--- config.mk ---
export PLATFORM = sky130hd
export DESIGN_NAME = branch_predictor
export DESIGN_NICKNAME = d
export VERILOG_FILES = /design/src/rtl/branch_predictor.sv
export SDC_FILE = /design/constraint.sdc
export NUM_CORES = 1
export LEC_CHECK = 0
export ABC_AREA = 1
export ABC_CLOCK_PERIOD_IN_PS = 4200
export BUFFER_PORTS_ARGS = -buffer_cell sky130_fd_sc_hd__buf_2
export CELL_PAD_IN_SITES_DETAIL_PLACEMENT = 2
export CELL_PAD_IN_SITES_GLOBAL_PLACEMENT = 2
export CORE_UTILIZATION = 40
export DETAILED_ROUTE_END_ITERATION = 10
export HOLD_SLACK_MARGIN = 0.1
export PLACE_DENSITY_LB_ADDON = 0.1
export SETUP_SLACK_MARGIN = 0.15
export SLEW_MARGIN = 30
export SYNTH_ARGS = -nofsm -noshare
export SYNTH_HDL_FRONTEND = slang
export SYNTH_SLANG_ARGS = --single-unit
--- constraint.sdc ---
create_clock -name clk -period 4.2 [get_ports clk]
set_input_delay 0.21 -clock clk [delete_from_list [all_inputs] [get_ports clk]]
set_output_delay 0.21 -clock clk [all_outputs]
set_load 0.01 [all_outputs]
--- src/rtl/branch_predictor.sv ---
// Direct-mapped branch history table with target buffer.
// Predicts a next-PC for IF and is trained by EX with resolved outcomes.
module branch_predictor #(
  parameter  int ENTRIES = 16,
  localparam int IDX_W   = $clog2(ENTRIES)
) (
  input  logic        clk,
  input  logic        rst_n,
  input  logic [31:0] pc_if,
  output logic        pred_taken,
  output logic [31:0] pred_next_pc,
  input  logic        upd_valid,
  input  logic [31:0] upd_pc,
  input  logic        upd_taken,
  input  logic [31:0] upd_target,
  input  logic        upd_pred_taken,
  input  logic [31:0] upd_pred_target,
  output logic        mispredict,
  output logic [31:0] branch_cnt,
  output logic [31:0] mispred_cnt
);

  localparam int TAG_W = 30 - IDX_W;

  logic             valid_q  [ENTRIES];
  logic [TAG_W-1:0] tag_q    [ENTRIES];
  logic [31:0]      target_q [ENTRIES];
  logic [1:0]       ctr_q    [ENTRIES];

  logic        mispredict_q, mispredict_d;
  logic [31:0] branchCnt_q, branchCnt_d;
  logic [31:0] mispredCnt_q, mispredCnt_d;

  logic [IDX_W-1:0] ifIdx, updIdx;
  logic [TAG_W-1:0] ifTag, updTag;
  logic             ifHit, updHit, mispredCond;
  logic             writeMeta, writeTarget, writeCtr;
  logic [1:0]       ctr_d;
  logic             unusedPcBits;

  assign ifIdx  = pc_if[IDX_W+1:2];
  assign ifTag  = pc_if[31:IDX_W+2];
  assign updIdx = upd_pc[IDX_W+1:2];
  assign updTag = upd_pc[31:IDX_W+2];
  assign unusedPcBits = ^{pc_if[1:0], upd_pc[1:0]};

  // Gating with rst_n keeps the prediction neutral for the whole reset period.
  assign ifHit        = rst_n && valid_q[ifIdx] && (tag_q[ifIdx] == ifTag);
  assign pred_taken   = ifHit && ctr_q[ifIdx][1];
  assign pred_next_pc = pred_taken ? target_q[ifIdx] : pc_if + 32'd4;

  assign updHit      = valid_q[updIdx] && (tag_q[updIdx] == updTag);
  assign mispredCond = (upd_pred_taken != upd_taken) ||
                       (upd_taken && (upd_pred_target != upd_target));

  always_comb begin
    ctr_d        = ctr_q[updIdx];
    writeMeta    = 1'b0;
    writeTarget  = 1'b0;
    writeCtr     = 1'b0;
    mispredict_d = upd_valid && mispredCond;
    branchCnt_d  = upd_valid ? branchCnt_q + 32'd1 : branchCnt_q;
    mispredCnt_d = mispredict_d ? mispredCnt_q + 32'd1 : mispredCnt_q;
    if (upd_valid) begin
      if (updHit) begin
        writeCtr = 1'b1;
        if (upd_taken) begin
          writeTarget = 1'b1;
          if (ctr_q[updIdx] != 2'b11) ctr_d = ctr_q[updIdx] + 2'd1;
        end else if (ctr_q[updIdx] != 2'b00) begin
          ctr_d = ctr_q[updIdx] - 2'd1;
        end
      end else if (upd_taken) begin
        // A taken miss evicts whatever occupied this index.
        writeMeta   = 1'b1;
        writeTarget = 1'b1;
        writeCtr    = 1'b1;
        ctr_d       = 2'b10;
      end
    end
  end

  always_ff @(posedge clk or negedge rst_n) begin
    if (!rst_n) begin
      for (int i = 0; i < ENTRIES; i++) begin
        valid_q[i] <= 1'b0;
        ctr_q[i]   <= 2'b01;
      end
      mispredict_q <= 1'b0;
      branchCnt_q  <= 32'd0;
      mispredCnt_q <= 32'd0;
    end else begin
      if (writeMeta) valid_q[updIdx] <= 1'b1;
      if (writeCtr)  ctr_q[updIdx]   <= ctr_d;
      mispredict_q <= mispredict_d;
      branchCnt_q  <= branchCnt_d;
      mispredCnt_q <= mispredCnt_d;
    end
  end

  // Tag and target hold no reset; valid_q masks stale contents.
  always_ff @(posedge clk) begin
    if (rst_n && writeMeta)   tag_q[updIdx]    <= updTag;
    if (rst_n && writeTarget) target_q[updIdx] <= upd_target;
  end

  assign mispredict  = mispredict_q;
  assign branch_cnt  = branchCnt_q;
  assign mispred_cnt = mispredCnt_q;

endmodule

* After elaboration in Yosys (flattened, before gate mapping)
Memory sizes are Yosys's and may differ from the RTL's.
Index checks and enable logic that the tools add are counted.
** Storage, ports and cells
- Bits in registers :: 113
- Bits in writable memories :: 928
- Bits of input ports :: 133
- Output and inout port bits :: 98
- Logic and storage cells :: 98
- Memories kept :: 2
** Memories
- target_q :: words 16, width 32, read ports 1, clocked after memory_dff 0, wr ports 1, line 27 : logic [31:0] target_q [ENTRIES];
- tag_q :: words 16, width 26, read ports 2, clocked after memory_dff 0, wr ports 1, line 26 : logic [TAG_W-1:0] tag_q [ENTRIES];
** Cells by class
- Add/sub/neg operators :: 5
- $lt $le $gt $ge :: 3
- Eq/ne operators :: 5
- Muxes and demuxes :: 34
- Bitwise gates (word level) :: 3
- Reductions and logical operators :: 11
** Operator list (number)
- 32-bit by 1-bit adder with 32-bit output, second input constant :: 2
- 26-bit == test :: 2
- 32-bit by 3-bit adder with 32-bit output, second input constant :: 1
- 32-bit bitwise mux :: 1
- 32-bit two-way mux :: 1
- 32-bit inequality test :: 1
- 2-bit two-way mux :: 11
- 2-bit binary-select mux with 4-bit select :: 2
- 16-bit OR :: 1
- 1-bit two-way mux :: 15
- 5-bit greater-or-equal comparator, second input constant :: 2
- 4-bit inverter with 5-bit output :: 2
- 1-bit logical AND :: 9
- 1-bit binary-select mux with 4-bit select :: 2
- 2-bit demux with 4-bit select :: 1
- 5-bit by 1-bit < comparator with 1-bit output, second input constant :: 1
- 1-bit demux with 4-bit select :: 1
- 2-bit by 1-bit adder with 2-bit output, second input constant :: 1
- 2-bit inequality test, second input constant :: 1
- 2-bit nonzero test :: 1
- 2-bit by 1-bit subtractor with 2-bit output, second input constant :: 1
- 1-bit logical OR :: 1
- 1-bit inequality test :: 1

* Depth between registers and ports, before layout
Gate-level depths: netlist of run 1.
- Word-level depth :: 10
- Depth in mapped cells :: 24
- Depth with buffers taken out :: 21

* Worst setup path before layout of run 1
Ideal clock, no wire load.
- Kind :: input port to flip-flop
- Start point :: input upd_pc[2]
- End point :: memory tag_q[15][0] (netlist bit) (enable)
- Library setup time :: 0.442 ns
- Arrival time :: 3.222 ns
- Data required time :: 3.758 ns
- Setup slack :: 0.536 ns
- Stages :: 16
- Path buffers :: 3
- Cell sequence :: buf_6 -> buf_6 -> buf_4 -> nand2_1 -> o21ai_0 -> nand2_1 -> nand2_1 -> nand2_1 -> nand2_1 -> o21ai_0 -> nand2_1 -> nand2_1 -> nor2_1 -> nand3_1 -> nor2_1 -> nor3_1
** Between the ends
- Longest elaborated chain between the ends :: 10
- Elaborated cells between the ends (all ways) :: 12
- Classes of those cells :: eq/ne: 1; mux: 7; bitwise: 1; reduce/logical: 2; memory: 1
** RTL lines
- start, declared :: line 13 : input logic [31:0] upd_pc,
- parallel branches: the longest is 10 deep, another holds memory 16 x 26 bit
- end, declared :: line 26
Parallel ways; which one is timed is not known. The select of a mux whose other input is x is not followed.

==> results of run 1 <==
-- worst max-delay path: cells and delay by family, from the launching register on --
family,cells,cell delay [ns]
and+or+nand+nor,8,1.16
buffers and inverters,3,0.60
xor gates and xnor gates,1,0.28
DFF,1,0.38
AOI/OAI and AO/OA,2,0.52
-- layout make-up --
class	instances	area, um2
Fill cell	12910	64590
Sequential cell	1041	30710
Multi-Input combinational cell	3560	16680
Timing Repair Buffer	431	3458
Clock buffer	145	3094
Tap cell	1625	2033
Inverter	275	1054
Clock inverter	66	730.7
Antenna cell	1	2.502
-- flip-flops by register name, summed over array words and instances, names as in the netlist --
name	count
target_q	512
tag_q	416
mispred_cnt	32
ctr_q	32
mispredict	1
valid_q	16
branch_cnt	32
-- cell usage after synthesis (all sizes together) (43+ instances only) --
cell / number
nand3: 208
inv: 273
xor2: 97
edfxtp: 928
nor2: 610
nor3: 43
a21oi: 106
o21ai: 628
o221ai: 53
buf: 160
o22ai: 105
nand2: 1546
clkbuf: 136
dfrtp: 97
o211ai: 55
-- where the power goes --
group	internal, uW	switching, uW
clock	5850	4580
combinational	740	1940
sequential	11500	168
-- layout by cell type (no fill, tap or decap), drive strengths merged, types with 2 or more instances in the layout --
| master | instances |
|---|---|
| ha | 3 |
| o21bai | 9 |
| o221ai | 53 |
| inv | 272 |
| bufinv | 10 |
| edfxtp | 928 |
| xnor2 | 19 |
| a31oi | 4 |
| o211ai | 55 |
| xor2 | 97 |
| o22ai | 105 |
| o31ai | 4 |
| nor3b | 3 |
| nand3b | 3 |
| nor2 | 610 |
| o21ai | 628 |
| clkbuf | 145 |
| buf | 371 |
| nor3 | 43 |
| a221oi | 2 |
| a21oi | 106 |
| clkinv | 55 |
| clkinvlp | 4 |
| and3 | 2 |
| nand4 | 22 |
| dfstp | 16 |
| a22oi | 8 |
| nand2 | 1546 |
| nand3 | 208 |
| dfrtp | 97 |
| nor4 | 22 |
| or2 | 2 |
| dlygate4sd3 | 60 |
-- cell families after synthesis --
family,Yosys count,synth area share (%)
buf+inv,571,5.199
simple gates,2464,19.83
fa+ha+maj,3,0.07565
compound gates,977,10.95
xor+xnor,116,2.047
flops,1041,61.90
-- worst min-delay path by stage --
stage,startpoint,endpoint,slack (ns),depth (start not counted)
after floorplan,rst_n,branch_cnt[0]$_DFFE_PN0P_,-0.09,0
after global placement,rst_n,ctr_q[17]$_DFFE_PN0P_,0.14,1
after detailed placement,rst_n,ctr_q[23]$_DFFE_PN0P_,0.14,1
after CTS,rst_n,ctr_q[16]$_DFFE_PN1P_,0.11,2
after global routing,rst_n,ctr_q[16]$_DFFE_PN1P_,0.11,2
final,rst_n,ctr_q[16]$_DFFE_PN1P_,0.14,2
-- stage by stage --
stage / cell area (um2) / hold slack [ns] / util, % / power, uW
2_1_floorplan: 49620 / -0.08559 / - / 13150
3_3_place_gp: 53220 / 0.1393 / 43.50 / 14290
3_5_place_dp: 53220 / 0.1409 / 43.50 / 14410
4_1_cts: 57700 / 0.1091 / 47.16 / 24840
5_1_grt: 57760 / 0.1090 / 47.21 / 25400
6_report: 57760 / 0.1420 / 47.21 / 24730
-- layer usage --
layer / global-route usage (%) / vias to the layer above
li1: - / 18200
met4: 9.810 / 4
met1: 43.93 / 21920
met5: 0 / -
met3: 4.262 / 354
met2: 54.23 / 1364
-- repair_timing --
item,CTS,global route
buffers inserted,2,0
pin swaps,1,3
hold buffers,61,0
gates resized for setup,15,23
endpoints found under the hold margin,983,0
setup endpoints to repair,14,23
==> reports/metrics.sh, run 1 <==
OUTCOME='finished clean'
WORST_R2R_PATH_DEPTH=17
ASYNC_FLOP_SHARE_PCT=10.85
DR.FIRST_ITER.DRC_COUNT=3675
GRT_PASS1_WL_MM=301.0
NUMCLOCKSINKS=1041
DIE_HEIGHT_UM=354.2
NETLIST-CELL-TYPE-COUNT=51
DETAIL_ROUTE.WIRELENGTH_MM=206.5
REPORT.FINAL.SLEW_VIOL_COUNT=0
TIMING.MAX_CAP.VIOLATIONS=0
HOLD_WC_PATH_TYPE='in -> async'
REGTOREGSTARTPOINT='tag_q[6][12]$_DFFE_PP_'
FINALNETCOUNT=5561
TIMING.CRITICAL_PATH.FROM_TYPE='flop'
POWER_PER_CELL_AREA_nW_PER_UM2=428.2
PLACEMENT.IO_BUFFERS=228
CRIT_PATH_TOP_DELAY_CELL='edfxtp_1'
TIMING.RR.END='tag_q[14][8]$_DFFE_PP_'
CLOCK_INSERTION_DELAY_AT_THE_LATER_PIN_OF_THE_SKEW_REPORT_NS=0.77
REPORT.FINAL.SETUP_VIOL=0
SYNTH_SEQ_AREA_SHARE_PCT=61.90
POST-DP-HPWL_MM=126.9
SYNTH-MAIN-FF-CELL='edfxtp_1'
FINAL_PERIOD_UTILIZATION_PCT=93.52
SYNTHESIS.INSTANCES=5172
STARTING_UTILIZATION_OF_THE_CORE_AREA_PCT=40.55
DR_WL_MET3_MM=11.46
VDD_IR_DROP_MAX_uV=411.7
GRT_ANTENNA_BEFORE_REPAIR=5
ANTENNA_VIOLATING_NETS_POST_ROUTE=0
POST_DRT_VIA_CELL_RATIO=5.856
WORST-SLEW-PIN-TRANSITION_NS=0.9492
DIE-AREA_UM2=125500
FINAL_PERIOD_MINUS_WORST_SETUP_SLACK_NS=3.928
CP-ENDPOINT='pred_next_pc[30]'
DRC=0
TIMING.CLOCK.SKEW_NS=0.05565
PLACE_WORST_SETUP_SLACK_NS=0.1547
DP_CELLS=6869
GLOBALPLACE.CONGESTION=0.8644
AREA.GROWTH.SYNTH_TO_FINAL_PCT=16.41
POST_SYNTH.CELL_AREA_AVG_UM2=9.594
CRIT_PATH_LAUNCH='tag_q[13][14]$_DFFE_PP_'
DETAILEDROUTE.FIRSTPASSITERATIONCOUNT=5
YOSYS_WARNINGS=0
TIMING.CRITICAL_PATH.TO_TYPE='primary output'
CLKTRANSATPATHREGS_NS=0.06
POST_SYNTH_INSTANCE_AREA_UM2=49620
TIMING.CRITICAL_PATH.CELLS='o21ai_0, nand2_1, nand2_1, nand2_1, inv_1, nand2_1, xor2_1, nand2_1, nor2_1, nand3_1, buf_4, o21ai_1, nand2_2, buf_2'
WORST_EP_REQUIRED_TIME_NS=3.99
NUMBER_OF_ROWS_CREATED_AT_FLOORPLAN=128
YS_FF_LATCH=1041
GRT_START_MAX_NET_PINS=155
SHARE_OF_THE_SYNTHESIZED_AREA_IN_THE_TOP_CELL_TYPE_PCT=56.16
TIMING.SETUP.TNS_NS=0
GRT-OVFL-TOTAL=0
CTS_MAX_PATH_BUFFERS=3
IOS=231
POWER.LEAKAGE_uW=0.02242
YOSYS.AREA.TOP_TYPE='edfxtp_1'
SYNTH-EDFF-COUNT=928
TIMING_HOLD_VIOLATIONS_FINAL=0
ROUTE.LAYER.MET1.WL_MM=89.17
FINAL_CRITICAL_PATH_SETUP_SLACK_NS=0.2721
DIE_WIDTH_UM=354.2
WORST_PATH_CLASS_SETUP='reg -> out'
GR-USAGE-ALL-LAYERS_PCT=32.44
CRIT_TOP_CELL='nand2_1'
HIGHEST_CELL_DELAY_ON_THE_WORST_TIMING_PATH_NS=0.38
CTS-ROOT-BUF='clkbuf_16'
SLEW_HEADROOM_PCT=36.57
WORSTPATHARRIVAL_NS=3.72
DRIVE_GT1_SHARE_PCT=11.76
CTS_MADE_BUFFERS=116
SYNTH_FP_NETS=5308
MAXIMUM_NET_FANOUT_ON_THE_CRITICAL_PATH=11
CTS.HTREE.LEVELS=3
HIGHEST_LAYER='met5'
SETUP.REG_TO_REG.WORST_SLACK_NS=0.67
FMAX_GHz=0.2546
POST_SYNTH_MAIN_AREA_CONTRIBUTORS='edfxtp_1, nand2_1, o21ai_0'
GRT_PASS1_VIAS=45190
WL_MET2_MM=99.78
AVGROUTEDWIREPERCELL_UM=28.91
FINAL-INSTANCE-COUNT-EXCL-FILL=7144
ROUTED-VIA-COUNT=41840
PLACEABLECOREAREA_UM2=122400
TRITONCTS='yes'
GRT_SETUP_UNREPAIRED='yes'
Power figures use the tool's default switching activity.
==> run 2: changes to the inputs <==
--- a/config.mk
+++ b/config.mk
@@ -6,7 +6,7 @@
 export NUM_CORES = 1
 export LEC_CHECK = 0
 export ABC_AREA = 1
-export ABC_CLOCK_PERIOD_IN_PS = 4200
+export ABC_CLOCK_PERIOD_IN_PS = 3700
 export BUFFER_PORTS_ARGS = -buffer_cell sky130_fd_sc_hd__buf_2
 export CELL_PAD_IN_SITES_DETAIL_PLACEMENT = 2
 export CELL_PAD_IN_SITES_GLOBAL_PLACEMENT = 2
==> constraint.sdc (replaced) <==
create_clock -name clk -period 3.7 [get_ports clk]
set_input_delay 0.185 -clock clk [delete_from_list [all_inputs] [get_ports clk]]
set_output_delay 0.185 -clock clk [all_outputs]
set_load 0.01 [all_outputs]
==> run 2 against run 1 <==
The run now ends with negative setup slack left; power increased by 15%; largest cell class unchanged; sequential share of layout area decreased by 1.4 points; utilization increased by 1.3 points.
==> reports/metrics.sh, run 2 (same netlist as run 1, synthesis figures left out) <==
DR_WL_MET3_MM=13.11  # was 11.46 mm
POWER.TOTAL_uW=28500  # was 24730 uW
CTS-ROOT-BUF='clkbuf_16'  # unchanged
VDD_IR_DROP_MAX_uV=454.0  # was 411.7 uV
TIMING.CRITICAL_PATH.TO_TYPE='primary output'  # unchanged
REGAREA_UM2=30710  # unchanged
GRT_ANTENNA_BEFORE_REPAIR=4  # was 5
LARGEST_REGISTERS='target_q x512, tag_q x416'  # unchanged
STARTING_UTILIZATION_OF_THE_CORE_AREA_PCT=40.55  # unchanged
CLOCK_INSERTION_DELAY_AT_THE_LATER_PIN_OF_THE_SKEW_REPORT_NS=0.76  # was 0.77 ns
WORST_PATH_CLASS_SETUP='in -> out'  # was reg -> out
GLOBALPLACE.CONGESTION=0.8711  # was 0.8644
ANTENNA_VIOLATING_NETS_POST_ROUTE=0  # unchanged
DIE_WIDTH_UM=354.2  # unchanged
POST-DP-HPWL_MM=130.0  # was 126.9 mm
WL_MET2_MM=104.4  # was 99.78 mm
DRC=0  # unchanged
TIMING.MAX_CAP.VIOLATIONS=0  # unchanged
CTS_MADE_BUFFERS=116  # unchanged
TIMING.CRITICAL_PATH.CELLS='buf_2, nand2_1, inv_4, nand2_1, nor3_2, nand4_1, nor3_2, nand3_1, nor2_1, nand4_1, xor2_1, o21ai_1, nand2_4, buf_2'  # was o21ai_0, nand2_1, nand2_1, nand2_1, inv_1, nand2_1, xor2_1, nand2_1, nor2_1, nand3_1, buf_4, o21ai_1, nand2_2, buf_2
TIMING.RR.END='tag_q[15][22]$_DFFE_PP_'  # was tag_q[14][8]$_DFFE_PP_
POWER.LEAKAGE_uW=0.02304  # was 0.02242 uW
REGISTER_BANK_WITH_THE_MOST_FLOPS='target_q'  # unchanged
CRIT_PATH_TOP_DELAY_CELL='inv_4'  # was edfxtp_1
FINAL_CRITICAL_PATH_SETUP_SLACK_NS=-0.1429  # was 0.2721 ns
POWER_PER_CELL_AREA_nW_PER_UM2=480.4  # was 428.2 nW/um2
GRT_PASS1_WL_MM=313.1  # was 301.0 mm
MULTI_INPUT_GATE_AREA_UM2=17260  # was 16680 um2
DR.FIRST_ITER.DRC_COUNT=4103  # was 3675
ROUTE.LAYER.MET1.WL_MM=90.02  # was 89.17 mm
OUTCOME='complete, but fails checks'  # was finished clean
PLACE_WORST_SETUP_SLACK_NS=0.1656  # was 0.1547 ns
WORST_R2R_PATH_DEPTH=15  # was 17
ROUTED-VIA-COUNT=42840  # was 41840
WORST_EP_REQUIRED_TIME_NS=3.51  # was 3.99 ns
CRIT_PATH_LAUNCH='pc_if[5]'  # was tag_q[13][14]$_DFFE_PP_
POST_DRT_VIA_CELL_RATIO=5.936  # was 5.856
AREA.GROWTH.SYNTH_TO_FINAL_PCT=19.56  # was 16.41%
AVGROUTEDWIREPERCELL_UM=29.87  # was 28.91 um
IOS=231  # unchanged
LARGEST_REGISTER_FFS=512  # unchanged
LAYOUT_COMMON_CELLS='nand2_1, edfxtp_1, o21ai_0'  # unchanged
HIGHEST_LAYER='met5'  # unchanged
HIGHEST_CELL_DELAY_ON_THE_WORST_TIMING_PATH_NS=0.31  # was 0.38 ns
WORST-SLEW-PIN-TRANSITION_NS=1.062  # was 0.9492 ns
DETAIL_ROUTE.WIRELENGTH_MM=215.6  # was 206.5 mm
CTS.HTREE.LEVELS=3  # unchanged
FINAL_PERIOD_MINUS_WORST_SETUP_SLACK_NS=3.843
DRIVE_GT1_SHARE_PCT=14.42  # was 11.76%
TIMING.SETUP.TNS_NS=-0.1429  # was 0 ns
DIE-AREA_UM2=125500  # unchanged
FINALHOLDWORSTSLACK_NS=0.2429  # was 0.1420 ns
HOLD_WC_PATH_TYPE='in -> async'  # unchanged
PLACEABLECOREAREA_UM2=122400  # unchanged
TIMING.CLOCK.SKEW_NS=0.06440  # was 0.05565 ns
SETUP.REG_TO_REG.WORST_SLACK_NS=0.45  # was 0.67 ns
CTS_MAX_PATH_BUFFERS=3  # unchanged
NUMCLOCKSINKS=1041  # unchanged
FINAL_COMMON_CELL='nand2_1'  # unchanged
TRITONCTS='yes'  # unchanged
SLEW_HEADROOM_PCT=29.21  # was 36.57%
TIMING.CRITICAL_PATH.FROM_TYPE='input port'  # was flop
GRT-OVFL-TOTAL=0  # unchanged
FMAX_GHz=0.2602
MAXIMUM_NET_FANOUT_ON_THE_CRITICAL_PATH=15  # was 11
CP-ENDPOINT='pred_next_pc[30]'  # unchanged
GRT_START_MAX_NET_PINS=195  # was 155
FAILED_CHECKS='negative setup slack'
CLKTRANSATPATHREGS_NS=0.06  # about the same
PLACEMENT.IO_BUFFERS=228  # unchanged
WORSTPATHARRIVAL_NS=3.66  # was 3.72 ns
REPORT.FINAL.SLEW_VIOL_COUNT=0  # unchanged
GRT_SETUP_UNREPAIRED='yes'  # unchanged
NUMBER_OF_ROWS_CREATED_AT_FLOORPLAN=128  # unchanged
TIMING_HOLD_VIOLATIONS_FINAL=0  # unchanged
FINAL_PERIOD_UTILIZATION_PCT=103.9
DIE_HEIGHT_UM=354.2  # unchanged
GR-USAGE-ALL-LAYERS_PCT=33.65  # was 32.44%
DETAILEDROUTE.FIRSTPASSITERATIONCOUNT=5  # unchanged
FILL_CELLS=12750  # was 12910
REGTOREGSTARTPOINT='tag_q[3][20]$_DFFE_PP_'  # was tag_q[6][12]$_DFFE_PP_
REPORT.FINAL.SETUP_VIOL=1  # was 0
GRT_PASS1_VIAS=46160  # was 45190
FINALNETCOUNT=5628  # was 5561
-- run 2: cell count changes in the layout (fill, tap and decap cells not counted), sizes merged, moves of 2 or more --
cell         change
diode            +2
dlygate4sd3      +2
buf             +62
clkinvlp         +3
bufinv           +4
-- run 2: area by class of cell --
type | instances | area share, %
repair buffers | 497 | 7.443
flip-flops and latches | 1041 | 51.77
multi-input cells | 3561 | 29.09
well taps | 1625 | 3.427
inverters | 275 | 1.782
clock buffers | 142 | 5.057
clock inverters | 73 | 1.413
diodes | 3 | 0.01265
-- run 2: timing repair --
action / CTS / global route
hold endpoints to repair: 998 / 0
hold buffers: 62 / 0
pin swaps: 10 / 56
endpoints found under the setup margin: 33 / 42
gates cloned: 2 / 2
buffers inserted: 7 / 16
resized for setup: 61 / 168
-- run 2: worst min-delay path by stage --
stage                                       endpoint      startpoint  cells past startpoint  slack, ns
after floorplan            branch_cnt[0]$_DFFE_PN0P_           rst_n                      0      -0.11
after global placement         ctr_q[29]$_DFFE_PN0P_           rst_n                      1       0.12
after detailed placement      valid_q[0]$_DFFE_PN0P_           rst_n                      1       0.12
after CTS                 mispred_cnt[9]$_DFFE_PN0P_  upd_pred_taken                      7       0.18
after global routing            ctr_q[0]$_DFFE_PN1P_       upd_pc[4]                      6       0.23
final                      branch_cnt[6]$_DFFE_PN0P_           rst_n                      3       0.24
-- run 2: through the flow --
stage | instance area [um2] | utilization (%) | instances
after global routing | 59320 | 48.48 | 7215
final | 59330 | 48.49 | 7217
after global placement | 53810 | 43.98 | 6910
after floorplan | 49630 | - | 5172
after CTS | 58580 | 47.87 | 7196
after detailed placement | 53810 | 43.98 | 6910
-- run 2: critical path, delay by kind of cell --
kind                      cells  cell delay (ns)
xor gates and xnor gates      1             0.22
AOI/OAI and AO/OA             1             0.31
and+or+nand+nor               9             2.10
buffers and inverters         3             0.79
-- run 2: per-layer routing --
metal  vias to the layer above  GRT usage, %
li1                      18320             -
met1                     22420         45.08
met2                      1652         55.84
met3                       439         4.787
met4                         4         11.67
met5                         -             0
-- run 2: report_power, final --
part | total [uW] | internal [uW] | leakage (uW) | switching (uW)
Clock | 12100 | 6760 | 0.00183 | 5300
Sequential | 13200 | 13000 | 0.00969 | 197
Combinational | 3250 | 933 | 0.0115 | 2310
